===== config.mk =====
export PLATFORM = sky130hd
export DESIGN_NAME = lz77_stream_decoder
export DESIGN_NICKNAME = d
export VERILOG_FILES = /design/src/rtl/lzd_pkg.sv /design/src/rtl/lzd_window.sv /design/src/rtl/lz77_stream_decoder.sv
export SDC_FILE = /design/constraint.sdc
export NUM_CORES = 1
export LEC_CHECK = 0
export BUFFER_PORTS_ARGS = -buffer_cell sky130_fd_sc_hd__buf_2
export CORE_ASPECT_RATIO = 1.5
export CORE_MARGIN = 1
export CORE_UTILIZATION = 66
export CTS_CLUSTER_SIZE = 28
export DETAILED_ROUTE_END_ITERATION = 8
export HOLD_SLACK_MARGIN = 0.1
export PLACE_DENSITY = 0.82
export SLEW_MARGIN = 0
export SYNTH_ARGS = -nofsm -noshare
export SYNTH_HDL_FRONTEND = slang
export SYNTH_SLANG_ARGS = --single-unit

===== constraint.sdc =====
create_clock -name clk -period 8.3 [get_ports clk]
set_input_delay 0.415 -clock clk [delete_from_list [all_inputs] [get_ports clk]]
set_output_delay 0.415 -clock clk [all_outputs]
set_load 0.005 [all_outputs]

===== src/rtl/lzd_pkg.sv =====
// Shared types and constants for the LZ77 stream decoder.
// Holds the FSM state encoding, the default end-of-string literal and
// width helpers used to derive the offset and match-length field widths.
package lzd_pkg;

    typedef enum logic [1:0] {
        IDLE = 2'd0,
        COPY = 2'd1,
        LIT  = 2'd2
    } lzd_state_e;

    localparam logic [7:0] LZD_END_CHAR = 8'h45;

    // Offset field width: enough bits to address every window slot.
    function automatic int lzd_off_w(input int depth);
        return (depth > 1) ? $clog2(depth) : 1;
    endfunction

    // Match-length field width: must represent 0..max_len inclusive.
    function automatic int lzd_len_w(input int max_len);
        return $clog2(max_len + 1);
    endfunction

endpackage


===== src/rtl/lzd_window.sv =====
// Search window: DEPTH x W shift register, slot 0 = most recent character.
// Ports: clk_i/rst_ni (async active-low), shift_en_i pushes shift_dat_i into
// slot 0, clear_i zeroes all slots (wins over shift), rd_idx_i/rd_dat_o is a
// combinational read; indices at or beyond DEPTH read as 0.
module lzd_window #(
    parameter int DEPTH = 9,
    parameter int W     = 8,
    parameter int IDX_W = 4
) (
    input  logic             clk_i,
    input  logic             rst_ni,
    input  logic             shift_en_i,
    input  logic             clear_i,
    input  logic [W-1:0]     shift_dat_i,
    input  logic [IDX_W-1:0] rd_idx_i,
    output logic [W-1:0]     rd_dat_o
);

    logic [W-1:0] mem_q [DEPTH];

    always_ff @(posedge clk_i or negedge rst_ni) begin
        if (!rst_ni) begin
            for (int i = 0; i < DEPTH; i++) mem_q[i] <= '0;
        end else if (clear_i) begin
            for (int i = 0; i < DEPTH; i++) mem_q[i] <= '0;
        end else if (shift_en_i) begin
            mem_q[0] <= shift_dat_i;
            for (int i = 1; i < DEPTH; i++) mem_q[i] <= mem_q[i-1];
        end
    end

    // Compare-based mux so out-of-range indices fall through to 0.
    always_comb begin
        rd_dat_o = '0;
        for (int i = 0; i < DEPTH; i++) begin
            if (rd_idx_i == IDX_W'(i)) rd_dat_o = mem_q[i];
        end
    end

endmodule


===== src/rtl/lz77_stream_decoder.sv =====
// LZ77 decoder: turns (offset, length, literal) triples into a character
// stream; one output beat per cycle, first beat 1 cycle after accept.
// Backpressure: out_ready low freezes output, window and counters; a new
// triple is taken on the edge of the final literal beat for len+1 cycles/triple.
//
// Ports: clk, reset (async active-low); code_valid/code_ready with
// code_pos/code_len/code_char in; out_valid/out_ready with out_char/out_last
// out; busy = not idle; err = sticky offset error.
// Optional macro LZD_CHECK_EN enables the offset range check driving err;
// without it err is tied to 0.
module lz77_stream_decoder
    import lzd_pkg::*;
#(
    parameter int                CHAR_W       = 8,
    parameter int                SEARCH_DEPTH = 9,
    parameter int                MAX_LEN      = 8,
    // Derived widths; leave at their defaults.
    parameter int                OFF_W        = lzd_off_w(SEARCH_DEPTH),
    parameter int                LEN_W        = lzd_len_w(MAX_LEN),
    parameter logic [CHAR_W-1:0] END_CHAR     = CHAR_W'(LZD_END_CHAR)
) (
    input  logic              clk,
    input  logic              reset,
    input  logic              code_valid,
    output logic              code_ready,
    input  logic [OFF_W-1:0]  code_pos,
    input  logic [LEN_W-1:0]  code_len,
    input  logic [CHAR_W-1:0] code_char,
    output logic              out_valid,
    input  logic              out_ready,
    output logic [CHAR_W-1:0] out_char,
    output logic              out_last,
    output logic              busy,
    output logic              err
);

    localparam int                FILL_W   = $clog2(SEARCH_DEPTH + 1);
    localparam logic [FILL_W-1:0] FILL_MAX = FILL_W'(SEARCH_DEPTH);
    localparam logic [LEN_W-1:0]  LEN_MAX  = LEN_W'(MAX_LEN);

    lzd_state_e        state_q;
    logic [OFF_W-1:0]  pos_q;
    logic [LEN_W-1:0]  rem_q;
    logic [CHAR_W-1:0] char_q;
    logic              bad_q;
    logic              out_valid_q;
    logic [CHAR_W-1:0] out_char_q;
    logic              out_last_q;
    logic [FILL_W-1:0] fill_q;
    logic [FILL_W-1:0] fill_d;

    logic              out_hs;
    logic              accept;
    logic              win_clear;
    logic              bad_acc;
    logic [LEN_W-1:0]  len_eff;
    logic [OFF_W-1:0]  rd_pos;
    logic [OFF_W-1:0]  win_idx;
    logic [CHAR_W-1:0] win_dat;
    logic [CHAR_W-1:0] rd_next;

    assign out_hs     = out_valid_q & out_ready;
    assign win_clear  = out_hs & out_last_q;
    assign code_ready = (state_q == IDLE) || ((state_q == LIT) && out_ready);
    assign accept     = code_valid & code_ready;
    assign len_eff    = (code_len > LEN_MAX) ? LEN_MAX : code_len;

    // The next copy beat must see the window as it will be after this edge's
    // shift (or clear). Slot p after a shift is old slot p-1, and slot 0 is
    // the character leaving the output register right now.
    assign rd_pos  = accept ? code_pos : pos_q;
    assign win_idx = (out_hs && (rd_pos != '0)) ? rd_pos - OFF_W'(1) : rd_pos;

    always_comb begin
        fill_d = fill_q;
        if (win_clear) begin
            fill_d = '0;
        end else if (out_hs && (fill_q != FILL_MAX)) begin
            fill_d = fill_q + FILL_W'(1);
        end
    end

    // Slots at or beyond the fill count only ever hold zero, so gating on the
    // post-edge fill count also covers the clear and out-of-range offsets.
    always_comb begin
        rd_next = win_dat;
        if (win_clear || (32'(rd_pos) >= SEARCH_DEPTH) || (32'(rd_pos) >= 32'(fill_d))) begin
            rd_next = '0;
        end else if (out_hs && (rd_pos == '0)) begin
            rd_next = out_char_q;
        end
    end

`ifdef LZD_CHECK_EN
    assign bad_acc = (len_eff != '0) &&
                     ((32'(code_pos) >= 32'(fill_d)) || (32'(code_pos) >= SEARCH_DEPTH));
`else
    assign bad_acc = 1'b0;
`endif

    lzd_window #(
        .DEPTH (SEARCH_DEPTH),
        .W     (CHAR_W),
        .IDX_W (OFF_W)
    ) u_window (
        .clk_i       (clk),
        .rst_ni      (reset),
        .shift_en_i  (out_hs),
        .clear_i     (win_clear),
        .shift_dat_i (out_char_q),
        .rd_idx_i    (win_idx),
        .rd_dat_o    (win_dat)
    );

    always_ff @(posedge clk or negedge reset) begin
        if (!reset) begin
            state_q     <= IDLE;
            pos_q       <= '0;
            rem_q       <= '0;
            char_q      <= '0;
            bad_q       <= 1'b0;
            fill_q      <= '0;
            out_valid_q <= 1'b0;
            out_char_q  <= '0;
            out_last_q  <= 1'b0;
        end else begin
            fill_q <= fill_d;
            if (accept) begin
                // Accept can coincide with the final LIT beat handshake.
                pos_q       <= code_pos;
                char_q      <= code_char;
                bad_q       <= bad_acc;
                out_valid_q <= 1'b1;
                if (len_eff != '0) begin
                    state_q    <= COPY;
                    rem_q      <= len_eff;
                    out_char_q <= bad_acc ? '0 : rd_next;
                    out_last_q <= 1'b0;
                end else begin
                    state_q    <= LIT;
                    rem_q      <= '0;
                    out_char_q <= code_char;
                    out_last_q <= (code_char == END_CHAR);
                end
            end else if (out_hs) begin
                case (state_q)
                    COPY: begin
                        rem_q <= rem_q - LEN_W'(1);
                        if (rem_q == LEN_W'(1)) begin
                            state_q    <= LIT;
                            out_char_q <= char_q;
                            out_last_q <= (char_q == END_CHAR);
                        end else begin
                            out_char_q <= bad_q ? '0 : rd_next;
                        end
                    end
                    default: begin
                        state_q     <= IDLE;
                        out_valid_q <= 1'b0;
                        out_last_q  <= 1'b0;
                    end
                endcase
            end
        end
    end

`ifdef LZD_CHECK_EN
    logic err_q;

    // A fresh error on an accept wins over the clear from the END beat that
    // closes the previous string on the same edge.
    always_ff @(posedge clk or negedge reset) begin
        if (!reset) begin
            err_q <= 1'b0;
        end else if (accept && bad_acc) begin
            err_q <= 1'b1;
        end else if (win_clear) begin
            err_q <= 1'b0;
        end
    end

    assign err = err_q;
`else
    assign err = 1'b0;
`endif

    assign out_valid = out_valid_q;
    assign out_char  = out_char_q;
    assign out_last  = out_last_q;
    assign busy      = (state_q != IDLE);

endmodule


# --- Word level (Yosys, flattened, before mapping) ---
# Cells that the tools add are included.
word_totals:
  register_bits: 104
  latchBits: 0
  mem_bits_rw: 0
  mem_bits_ro: 0
  in_bits: 20
  word_cells: 101
  n_memories: 0
classes:
  n_addsub: 3
  mul: 0
  n_div: 0
  magnitude_cmp: 3
  eq_ne: 16
  n_shift: 0
  muxes: 40
  bitwise_logic: 3
  reduce_logical: 19
op_table:
  columns: ["cell", "count"]
  rows:
  - ["2-to-1 mux 72 bit", 2]
  - ["2-to-1 mux 8 bit", 16]
  - ["2-to-1 mux 4 bit", 9]
  - ["== test 4 x 3 -> 1 bit, second input constant", 4]
  - ["== test 8 x 7 -> 1 bit, second input constant", 2]
  - ["2-to-1 mux 2 bit", 5]
  - ["== test 4 x 1 -> 1 bit, second input constant", 2]
  - ["== test 4 x 2 -> 1 bit, second input constant", 2]
  - ["zero test 4 bit", 2]
  - ["2-to-1 mux 1 bit", 8]
  - ["nonzero test 2 bit", 4]
  - ["nonzero test 4 bit", 2]
  - ["subtractor 4 x 1 -> 4 bit, second input constant", 2]
  - ["AND reduction 2 bit", 3]
  - ["adder 4 x 1 -> 4 bit, second input constant", 1]
  - ["== test 4 bit, second input constant", 1]
  - ["greater-or-equal comparator 4 bit", 1]
  - ["greater-or-equal comparator 4 bit, second input constant", 1]
  - ["> comparator 4 bit, second input constant", 1]
  - ["logical AND 1 bit", 4]
  - ["inequality test 4 bit, second input constant", 1]
  - ["bitwise AND 1 bit", 3]
  - ["logical OR 1 bit", 3]
  - ["inequality test 3 bit, second input constant", 1]
  - ["4 further kinds", 4]

# --- Logic depth before layout (Yosys ltp) ---
logic_depth:
  depth_word: 24
  mapped_depth: 15

# --- Hierarchy ---
# From an unflattened synthesis, not the netlist that was laid out.
unflattened:
  cells_unflattened: 612
  area_unflattened_um2: 5761.8
modules_own_cells:
  columns: ["mod", "instances", "cells_each", "area_per_inst_um2", "seq_area_each_um2"]
  rows:
  - ["lzd_window", 1, 353, 3661.0, 1801.7]
  - ["lz77_stream_decoder", 1, 259, 2100.8, 800.8]

# --- Worst setup path after synthesis ---
# No wires, ideal clock.
synth_timing:
  path_type: "input -> register"
  from: "input out_ready"
  to: "register out_char_q[5], in the netlist out_char[5]"
  setup_ns: 0.124
  t_arrival_ns: 3.061
  slack_ns: 5.115
  cell_stages: 14
  path_cell_list: "nand2b_1 buf_6 and3_4 nor2_4 ha_1 nor3b_1 nor3_1 o211ai_1 and2_4 buf_6 nor2_2 a22o_1 a221o_1 a211o_1"
synth_via:
  elab_chain_cells: 23
  word_cells_on_any_way: 47
synth_rtl:
  columns: ["item", "line", "text"]
  rows:
  - ["start, declared", "lz77_stream_decoder.sv:30", "input logic out_ready,"]
  - ["parallel branches: the longest is 23 deep, another holds subtractor 4 x 1 -> 4 bit", null, null]
  - ["end signal, assigned", "lz77_stream_decoder.sv:137", "out_char_q <= bad_acc ? '0 : rd_next;"]
  - ["end signal, assigned", "lz77_stream_decoder.sv:151", "out_char_q <= char_q;"]
  - ["end signal, assigned", "lz77_stream_decoder.sv:154", "out_char_q <= bad_q ? '0 : rd_next;"]
  - ["end, declared", "lz77_stream_decoder.sv:47", "logic [CHAR_W-1:0] out_char_q;"]
# Several ways; the timed one is not identified. The select of a mux whose other input is x is not followed.
# A chain may end at the register's enable or synchronous reset.

# --- Worst setup path in the final report ---
layout_timing:
  from: "register state_q[0]"
  to: "register out_char_q[1], in the netlist out_char[1]"
layout_via:
  elab_chain_cells: 24
  word_cells_on_any_way: 45
layout_rtl:
  columns: ["item", "line", "text"]
  rows:
  - ["start, declared", "lz77_stream_decoder.sv:41", "lzd_state_e state_q;"]
  - ["start signal, assigned", "lz77_stream_decoder.sv:117", "state_q <= IDLE;"]
  - ["start signal, assigned", "lz77_stream_decoder.sv:135", "state_q <= COPY;"]
  - ["start signal, assigned", "lz77_stream_decoder.sv:140", "state_q <= LIT;"]
  - ["parallel branches: the longest is 24 deep, another holds subtractor 4 x 1 -> 4 bit", null, null]
# Several ways; the timed one is not identified. The select of a mux whose other input is x is not followed.

==> metrics.csv <==
stage,metric,value,unit
critical_path,buffer and inverter count on the worst path,0,
sta,RSZ-0062 raised after global routing,false,
detailed_routing,via/cell ratio,6.44,
logic_synthesis,"EDFF count, synth",0,
sta,Final Skew,0.00807,ns
final_layout,Final Instance Area,6640,µm²
grt,initial antenna violation count,0,
logic_synthesis,"Avg Cell Area, Syn",8.58,µm²
power_and_ir_drop,maximum vdd drop,0.259,mV
final_layout,total area of sequential cells,2600,µm²
final_layout,fin nets,749,
sta,Max-slew headroom,26.6,%
critical_path,critical path class,register to register,
logic_synthesis,synth unique cells,76,
clock_tree,clk slew on worst S/H paths,0.07,ns
logic_synthesis,Post-Synthesis Cells,714,
logic_synthesis,Post-Synth XOR/XNOR Area,1.14,%
floorplanning,starting density of the core,68.5,%
detailed_routing,post-route ant nets,0,
logic_synthesis,Synth Area in Compound Gates,16.4,%
worst_hold_path,Worst Hold Class,primary input to register,
detailed_routing,wire per inst,18.2,µm
clock_tree,CTS tree,done,
logic_synthesis,Synth warnings,0,
placement,Final HPWL DP,10.0,mm
logic_synthesis,largest family of logic cells by synthesized area,simple AND/OR/NAND/NOR gates,
grt,met1 Resource Use GR,43.6,%
final_layout,Antenna Cells,0,
grt,global routing usage on met2,56.3,%
critical_path,crit-path max FO,34,
detailed_routing,DRT iter0 DRCs,472,
logic_synthesis,syn nets,743,
grt,first-pass GRT wire length,25.0,mm
grt,vias in the first global route,5155,
floorplanning,die height,120,µm
floorplanning,Die ar.,9670,µm²
clock_tree,setup bufs post-CTS,0,
final_layout,multi-input logic area,3270,µm²
critical_path,CP arrival,4.89,ns
critical_path,"Req. time, crit path",8.54,ns
logic_synthesis,mux cell area share after synthesis,2.41,%
detailed_routing,Total Routed Length,15.2,mm
logic_synthesis,Mapped Area,6120,µm²
final_layout,non-filler instance count after layout,835,
clock_tree,clock sinks,104,
logic_synthesis,Post-Synth Adder-Cell Area,1.84,%
critical_path,crit-path leading delay family,simple AND/OR/NAND/NOR gates,
final_layout,layout cells sized above 1,10.8,%
sta,max-slew violation count,0,
power_and_ir_drop,LEAKAGE,3.20,nW
sta,Tcrit/Tclk final,56.0,%
placement,dpl cells,818,
placement,Post-Place Cell Area,6260,µm²
clock_tree,CTS max path bufs,2,
detailed_routing,Post-route DRC,0,
logic_synthesis,"Top FF cell, synth",dfrtp_1,
clock_tree,Worst-Skew Late Latency,0.36,ns
final_layout,Syn-to-layout area delta,8.50,%
final_layout,Util after Layout,74.4,%
sta,Worst Tran Pin Value,1.10,ns
grt,total congestion overflow,0,
grt,All-Layer GR Usage,33.7,%
grt,met3 Use GR,4.79,%
power_and_ir_drop,overall power,2.48,mW
clock_tree,Num CTS Buffers,9,
sta,final setup vio count,0,
sta,max frequency,0.215,GHz
detailed_routing,routed vias,5378,
logic_synthesis,"flops & latches, synth",104,
floorplanning,core area,8930,µm²
final_layout,FILL cells,680,
detailed_routing,drt pass-1 iters,6,
power_and_ir_drop,P per Cell Area,373,nW/µm²
critical_path,"Slowest-stage cell, CP",xor2_4,
placement,GP Congestion,0.926,
clock_tree,H-tree depth,3,
critical_path,worst path cell trace,nor2b_1 > a21boi_1 > nor2_4 > ha_1 > nor3b_1 > a21oi_1 > o21ai_2 > xor2_4 > nand3_2 > o221ai_1 > a21oi_1 > a211o_1,
critical_path,Crit path top cell by count,a21oi_1,
floorplanning,Row Count,42,
grt,GR peak layer,met2,
sta,Setup Total Neg Slack,0,ns
logic_synthesis,register area share after synthesis,42.5,%
placement,IO buf count,31,
critical_path,crit end category,register,
final_layout,"commonest non-fill, non-tap cell in the layout",nand2_1,
logic_synthesis,simple-gate share of the synthesized area,31.5,%
critical_path,startpoint types,register,
critical_path,Worst path max stage delay,0.80,ns
run_status,outcome,"complete, no violations",
logic_synthesis,share of flip-flops with an asynchronous set or reset,100,%
floorplanning,Die X,80.6,µm
sta,Tmin final,4.65,ns
floorplanning,num ports,33,
sta,"Hold Vio Cnt, Final",0,
clock_tree,Root Driver,clkbuf_16,
final_layout,most frequent cells in the layout,"nand2_1, dfrtp_1, nand3b_1, nor2_1",
grt,largest net degree at the start of global routing,83,
run,max_cap viols,0,
## worst paths after layout
| kind | start | endpoint | slack [ns] | cells past startpoint |
|---|---|---|---|---|
| min reg2reg | u_window.mem_q[3] | u_window.mem_q[3] | 0.47 | 2 |
| min | code_char[0] | char_q[0] | 0.31 | 3 |
| max | state_q[0] | out_char[1] | 3.65 | 12 |
| max reg2reg | state_q[0] | out_char[1] | 3.65 | 12 |
| max in group asynchronous | reset | u_window.mem_q[6] | 6.49 | 3 |
| min in group asynchronous | reset | state_q[1] | 0.52 | 2 |
## sequential cells by signal, summed over array words and instances, names as in the netlist
name and flops:
state_q 2, out_last 1, char_q 8, fill_q 4
u_window.mem_q 72, rem_q 4, pos_q 4, out_valid 1
out_char 8
## per-stage QoR
step | setup WS [ns] | hold WS (ns)
global placement | 3.80 | 0.341
global route | 3.35 | 0.308
CTS | 3.69 | 0.301
detailed placement | 3.68 | 0.347
finish | 3.65 | 0.313
floorplan | 5.12 | 0.119
## power by group
part | leakage (nW) | internal [mW] | switching (mW)
logic | 1.63 | 0.376 | 0.676
registers | 1.39 | 0.698 | 0.198
clock network | 0.182 | 0.329 | 0.202
## cells in the mapped netlist (3+ instances only)
library cell  number  area share [%]
a211oi_1           3            0.37
o31ai_1            4            0.49
buf_6              3            0.55
o22a_1             7             1.0
a31oi_1            9            0.92
or2_2              3            0.31
o21ai_1            7            0.57
mux2i_1           11             1.8
and3_1             5            0.51
clkbuf_1          29             1.8
a21oi_1           30             2.5
o21ai_0           25             2.0
nand3_1            9            0.74
buf_4              4            0.49
nor3_1             5            0.41
nand2b_1           8            0.82
a22o_1             3            0.43
a22oi_1            8            0.98
buf_2              5            0.41
dfrtp_1          104              43
nor4_1             5            0.51
and2_1             3            0.31
o22ai_1            5            0.51
o221ai_1           5            0.72
o211ai_1           4            0.49
or3_1              3            0.31
a21boi_1           3            0.37
nor4bb_1           3            0.49
nor2b_1            5            0.51
nand4_1            5            0.51
inv_1             14            0.86
ha_1               9             1.8
a211o_1            6            0.86
nand2_1          207              13
nand3b_1          72             8.8
nor2_1            32             2.0
## area by class of cell
type | count | share of cell area (%)
Clock buffer | 9 | 3.39
Clock inverter | 7 | 2.24
Inverter | 14 | 0.791
Multi-Input combinational cell | 554 | 49.2
Sequential cell | 104 | 39.2
Tap cell | 110 | 2.07
Timing Repair Buffer | 37 | 3.09
## layer usage
metal  part of all wire (%)  vias up
li1                       -     2507
met1                     41     2642
met2                     51      194
met3                    5.2       35
met4                    2.8        0
met5                      0        -
## cell families after synthesis
| logic type | after synthesis |
|---|---|
| xor gates and xnor gates | 5 |
| buffers and inverters | 56 |
| muxes | 14 |
| other | 1 |
| and+or+nand+nor | 382 |
| AOI/OAI and AO/OA | 143 |
| DFF | 104 |
| adders and majority gates | 9 |
## tightest hold or removal path: stages
cell and delay, ns:
buf_2 0.11, nand2_1 0.06, nand2_1 0.05
## timing repair
item / in CTS / in global routing
endpoints found under the setup margin: 0 / 0
hold buffers: 1 / 0
resized for setup: 0 / 0
hold endpoints to repair: 25 / 0
(Power assumes the default switching activity.)
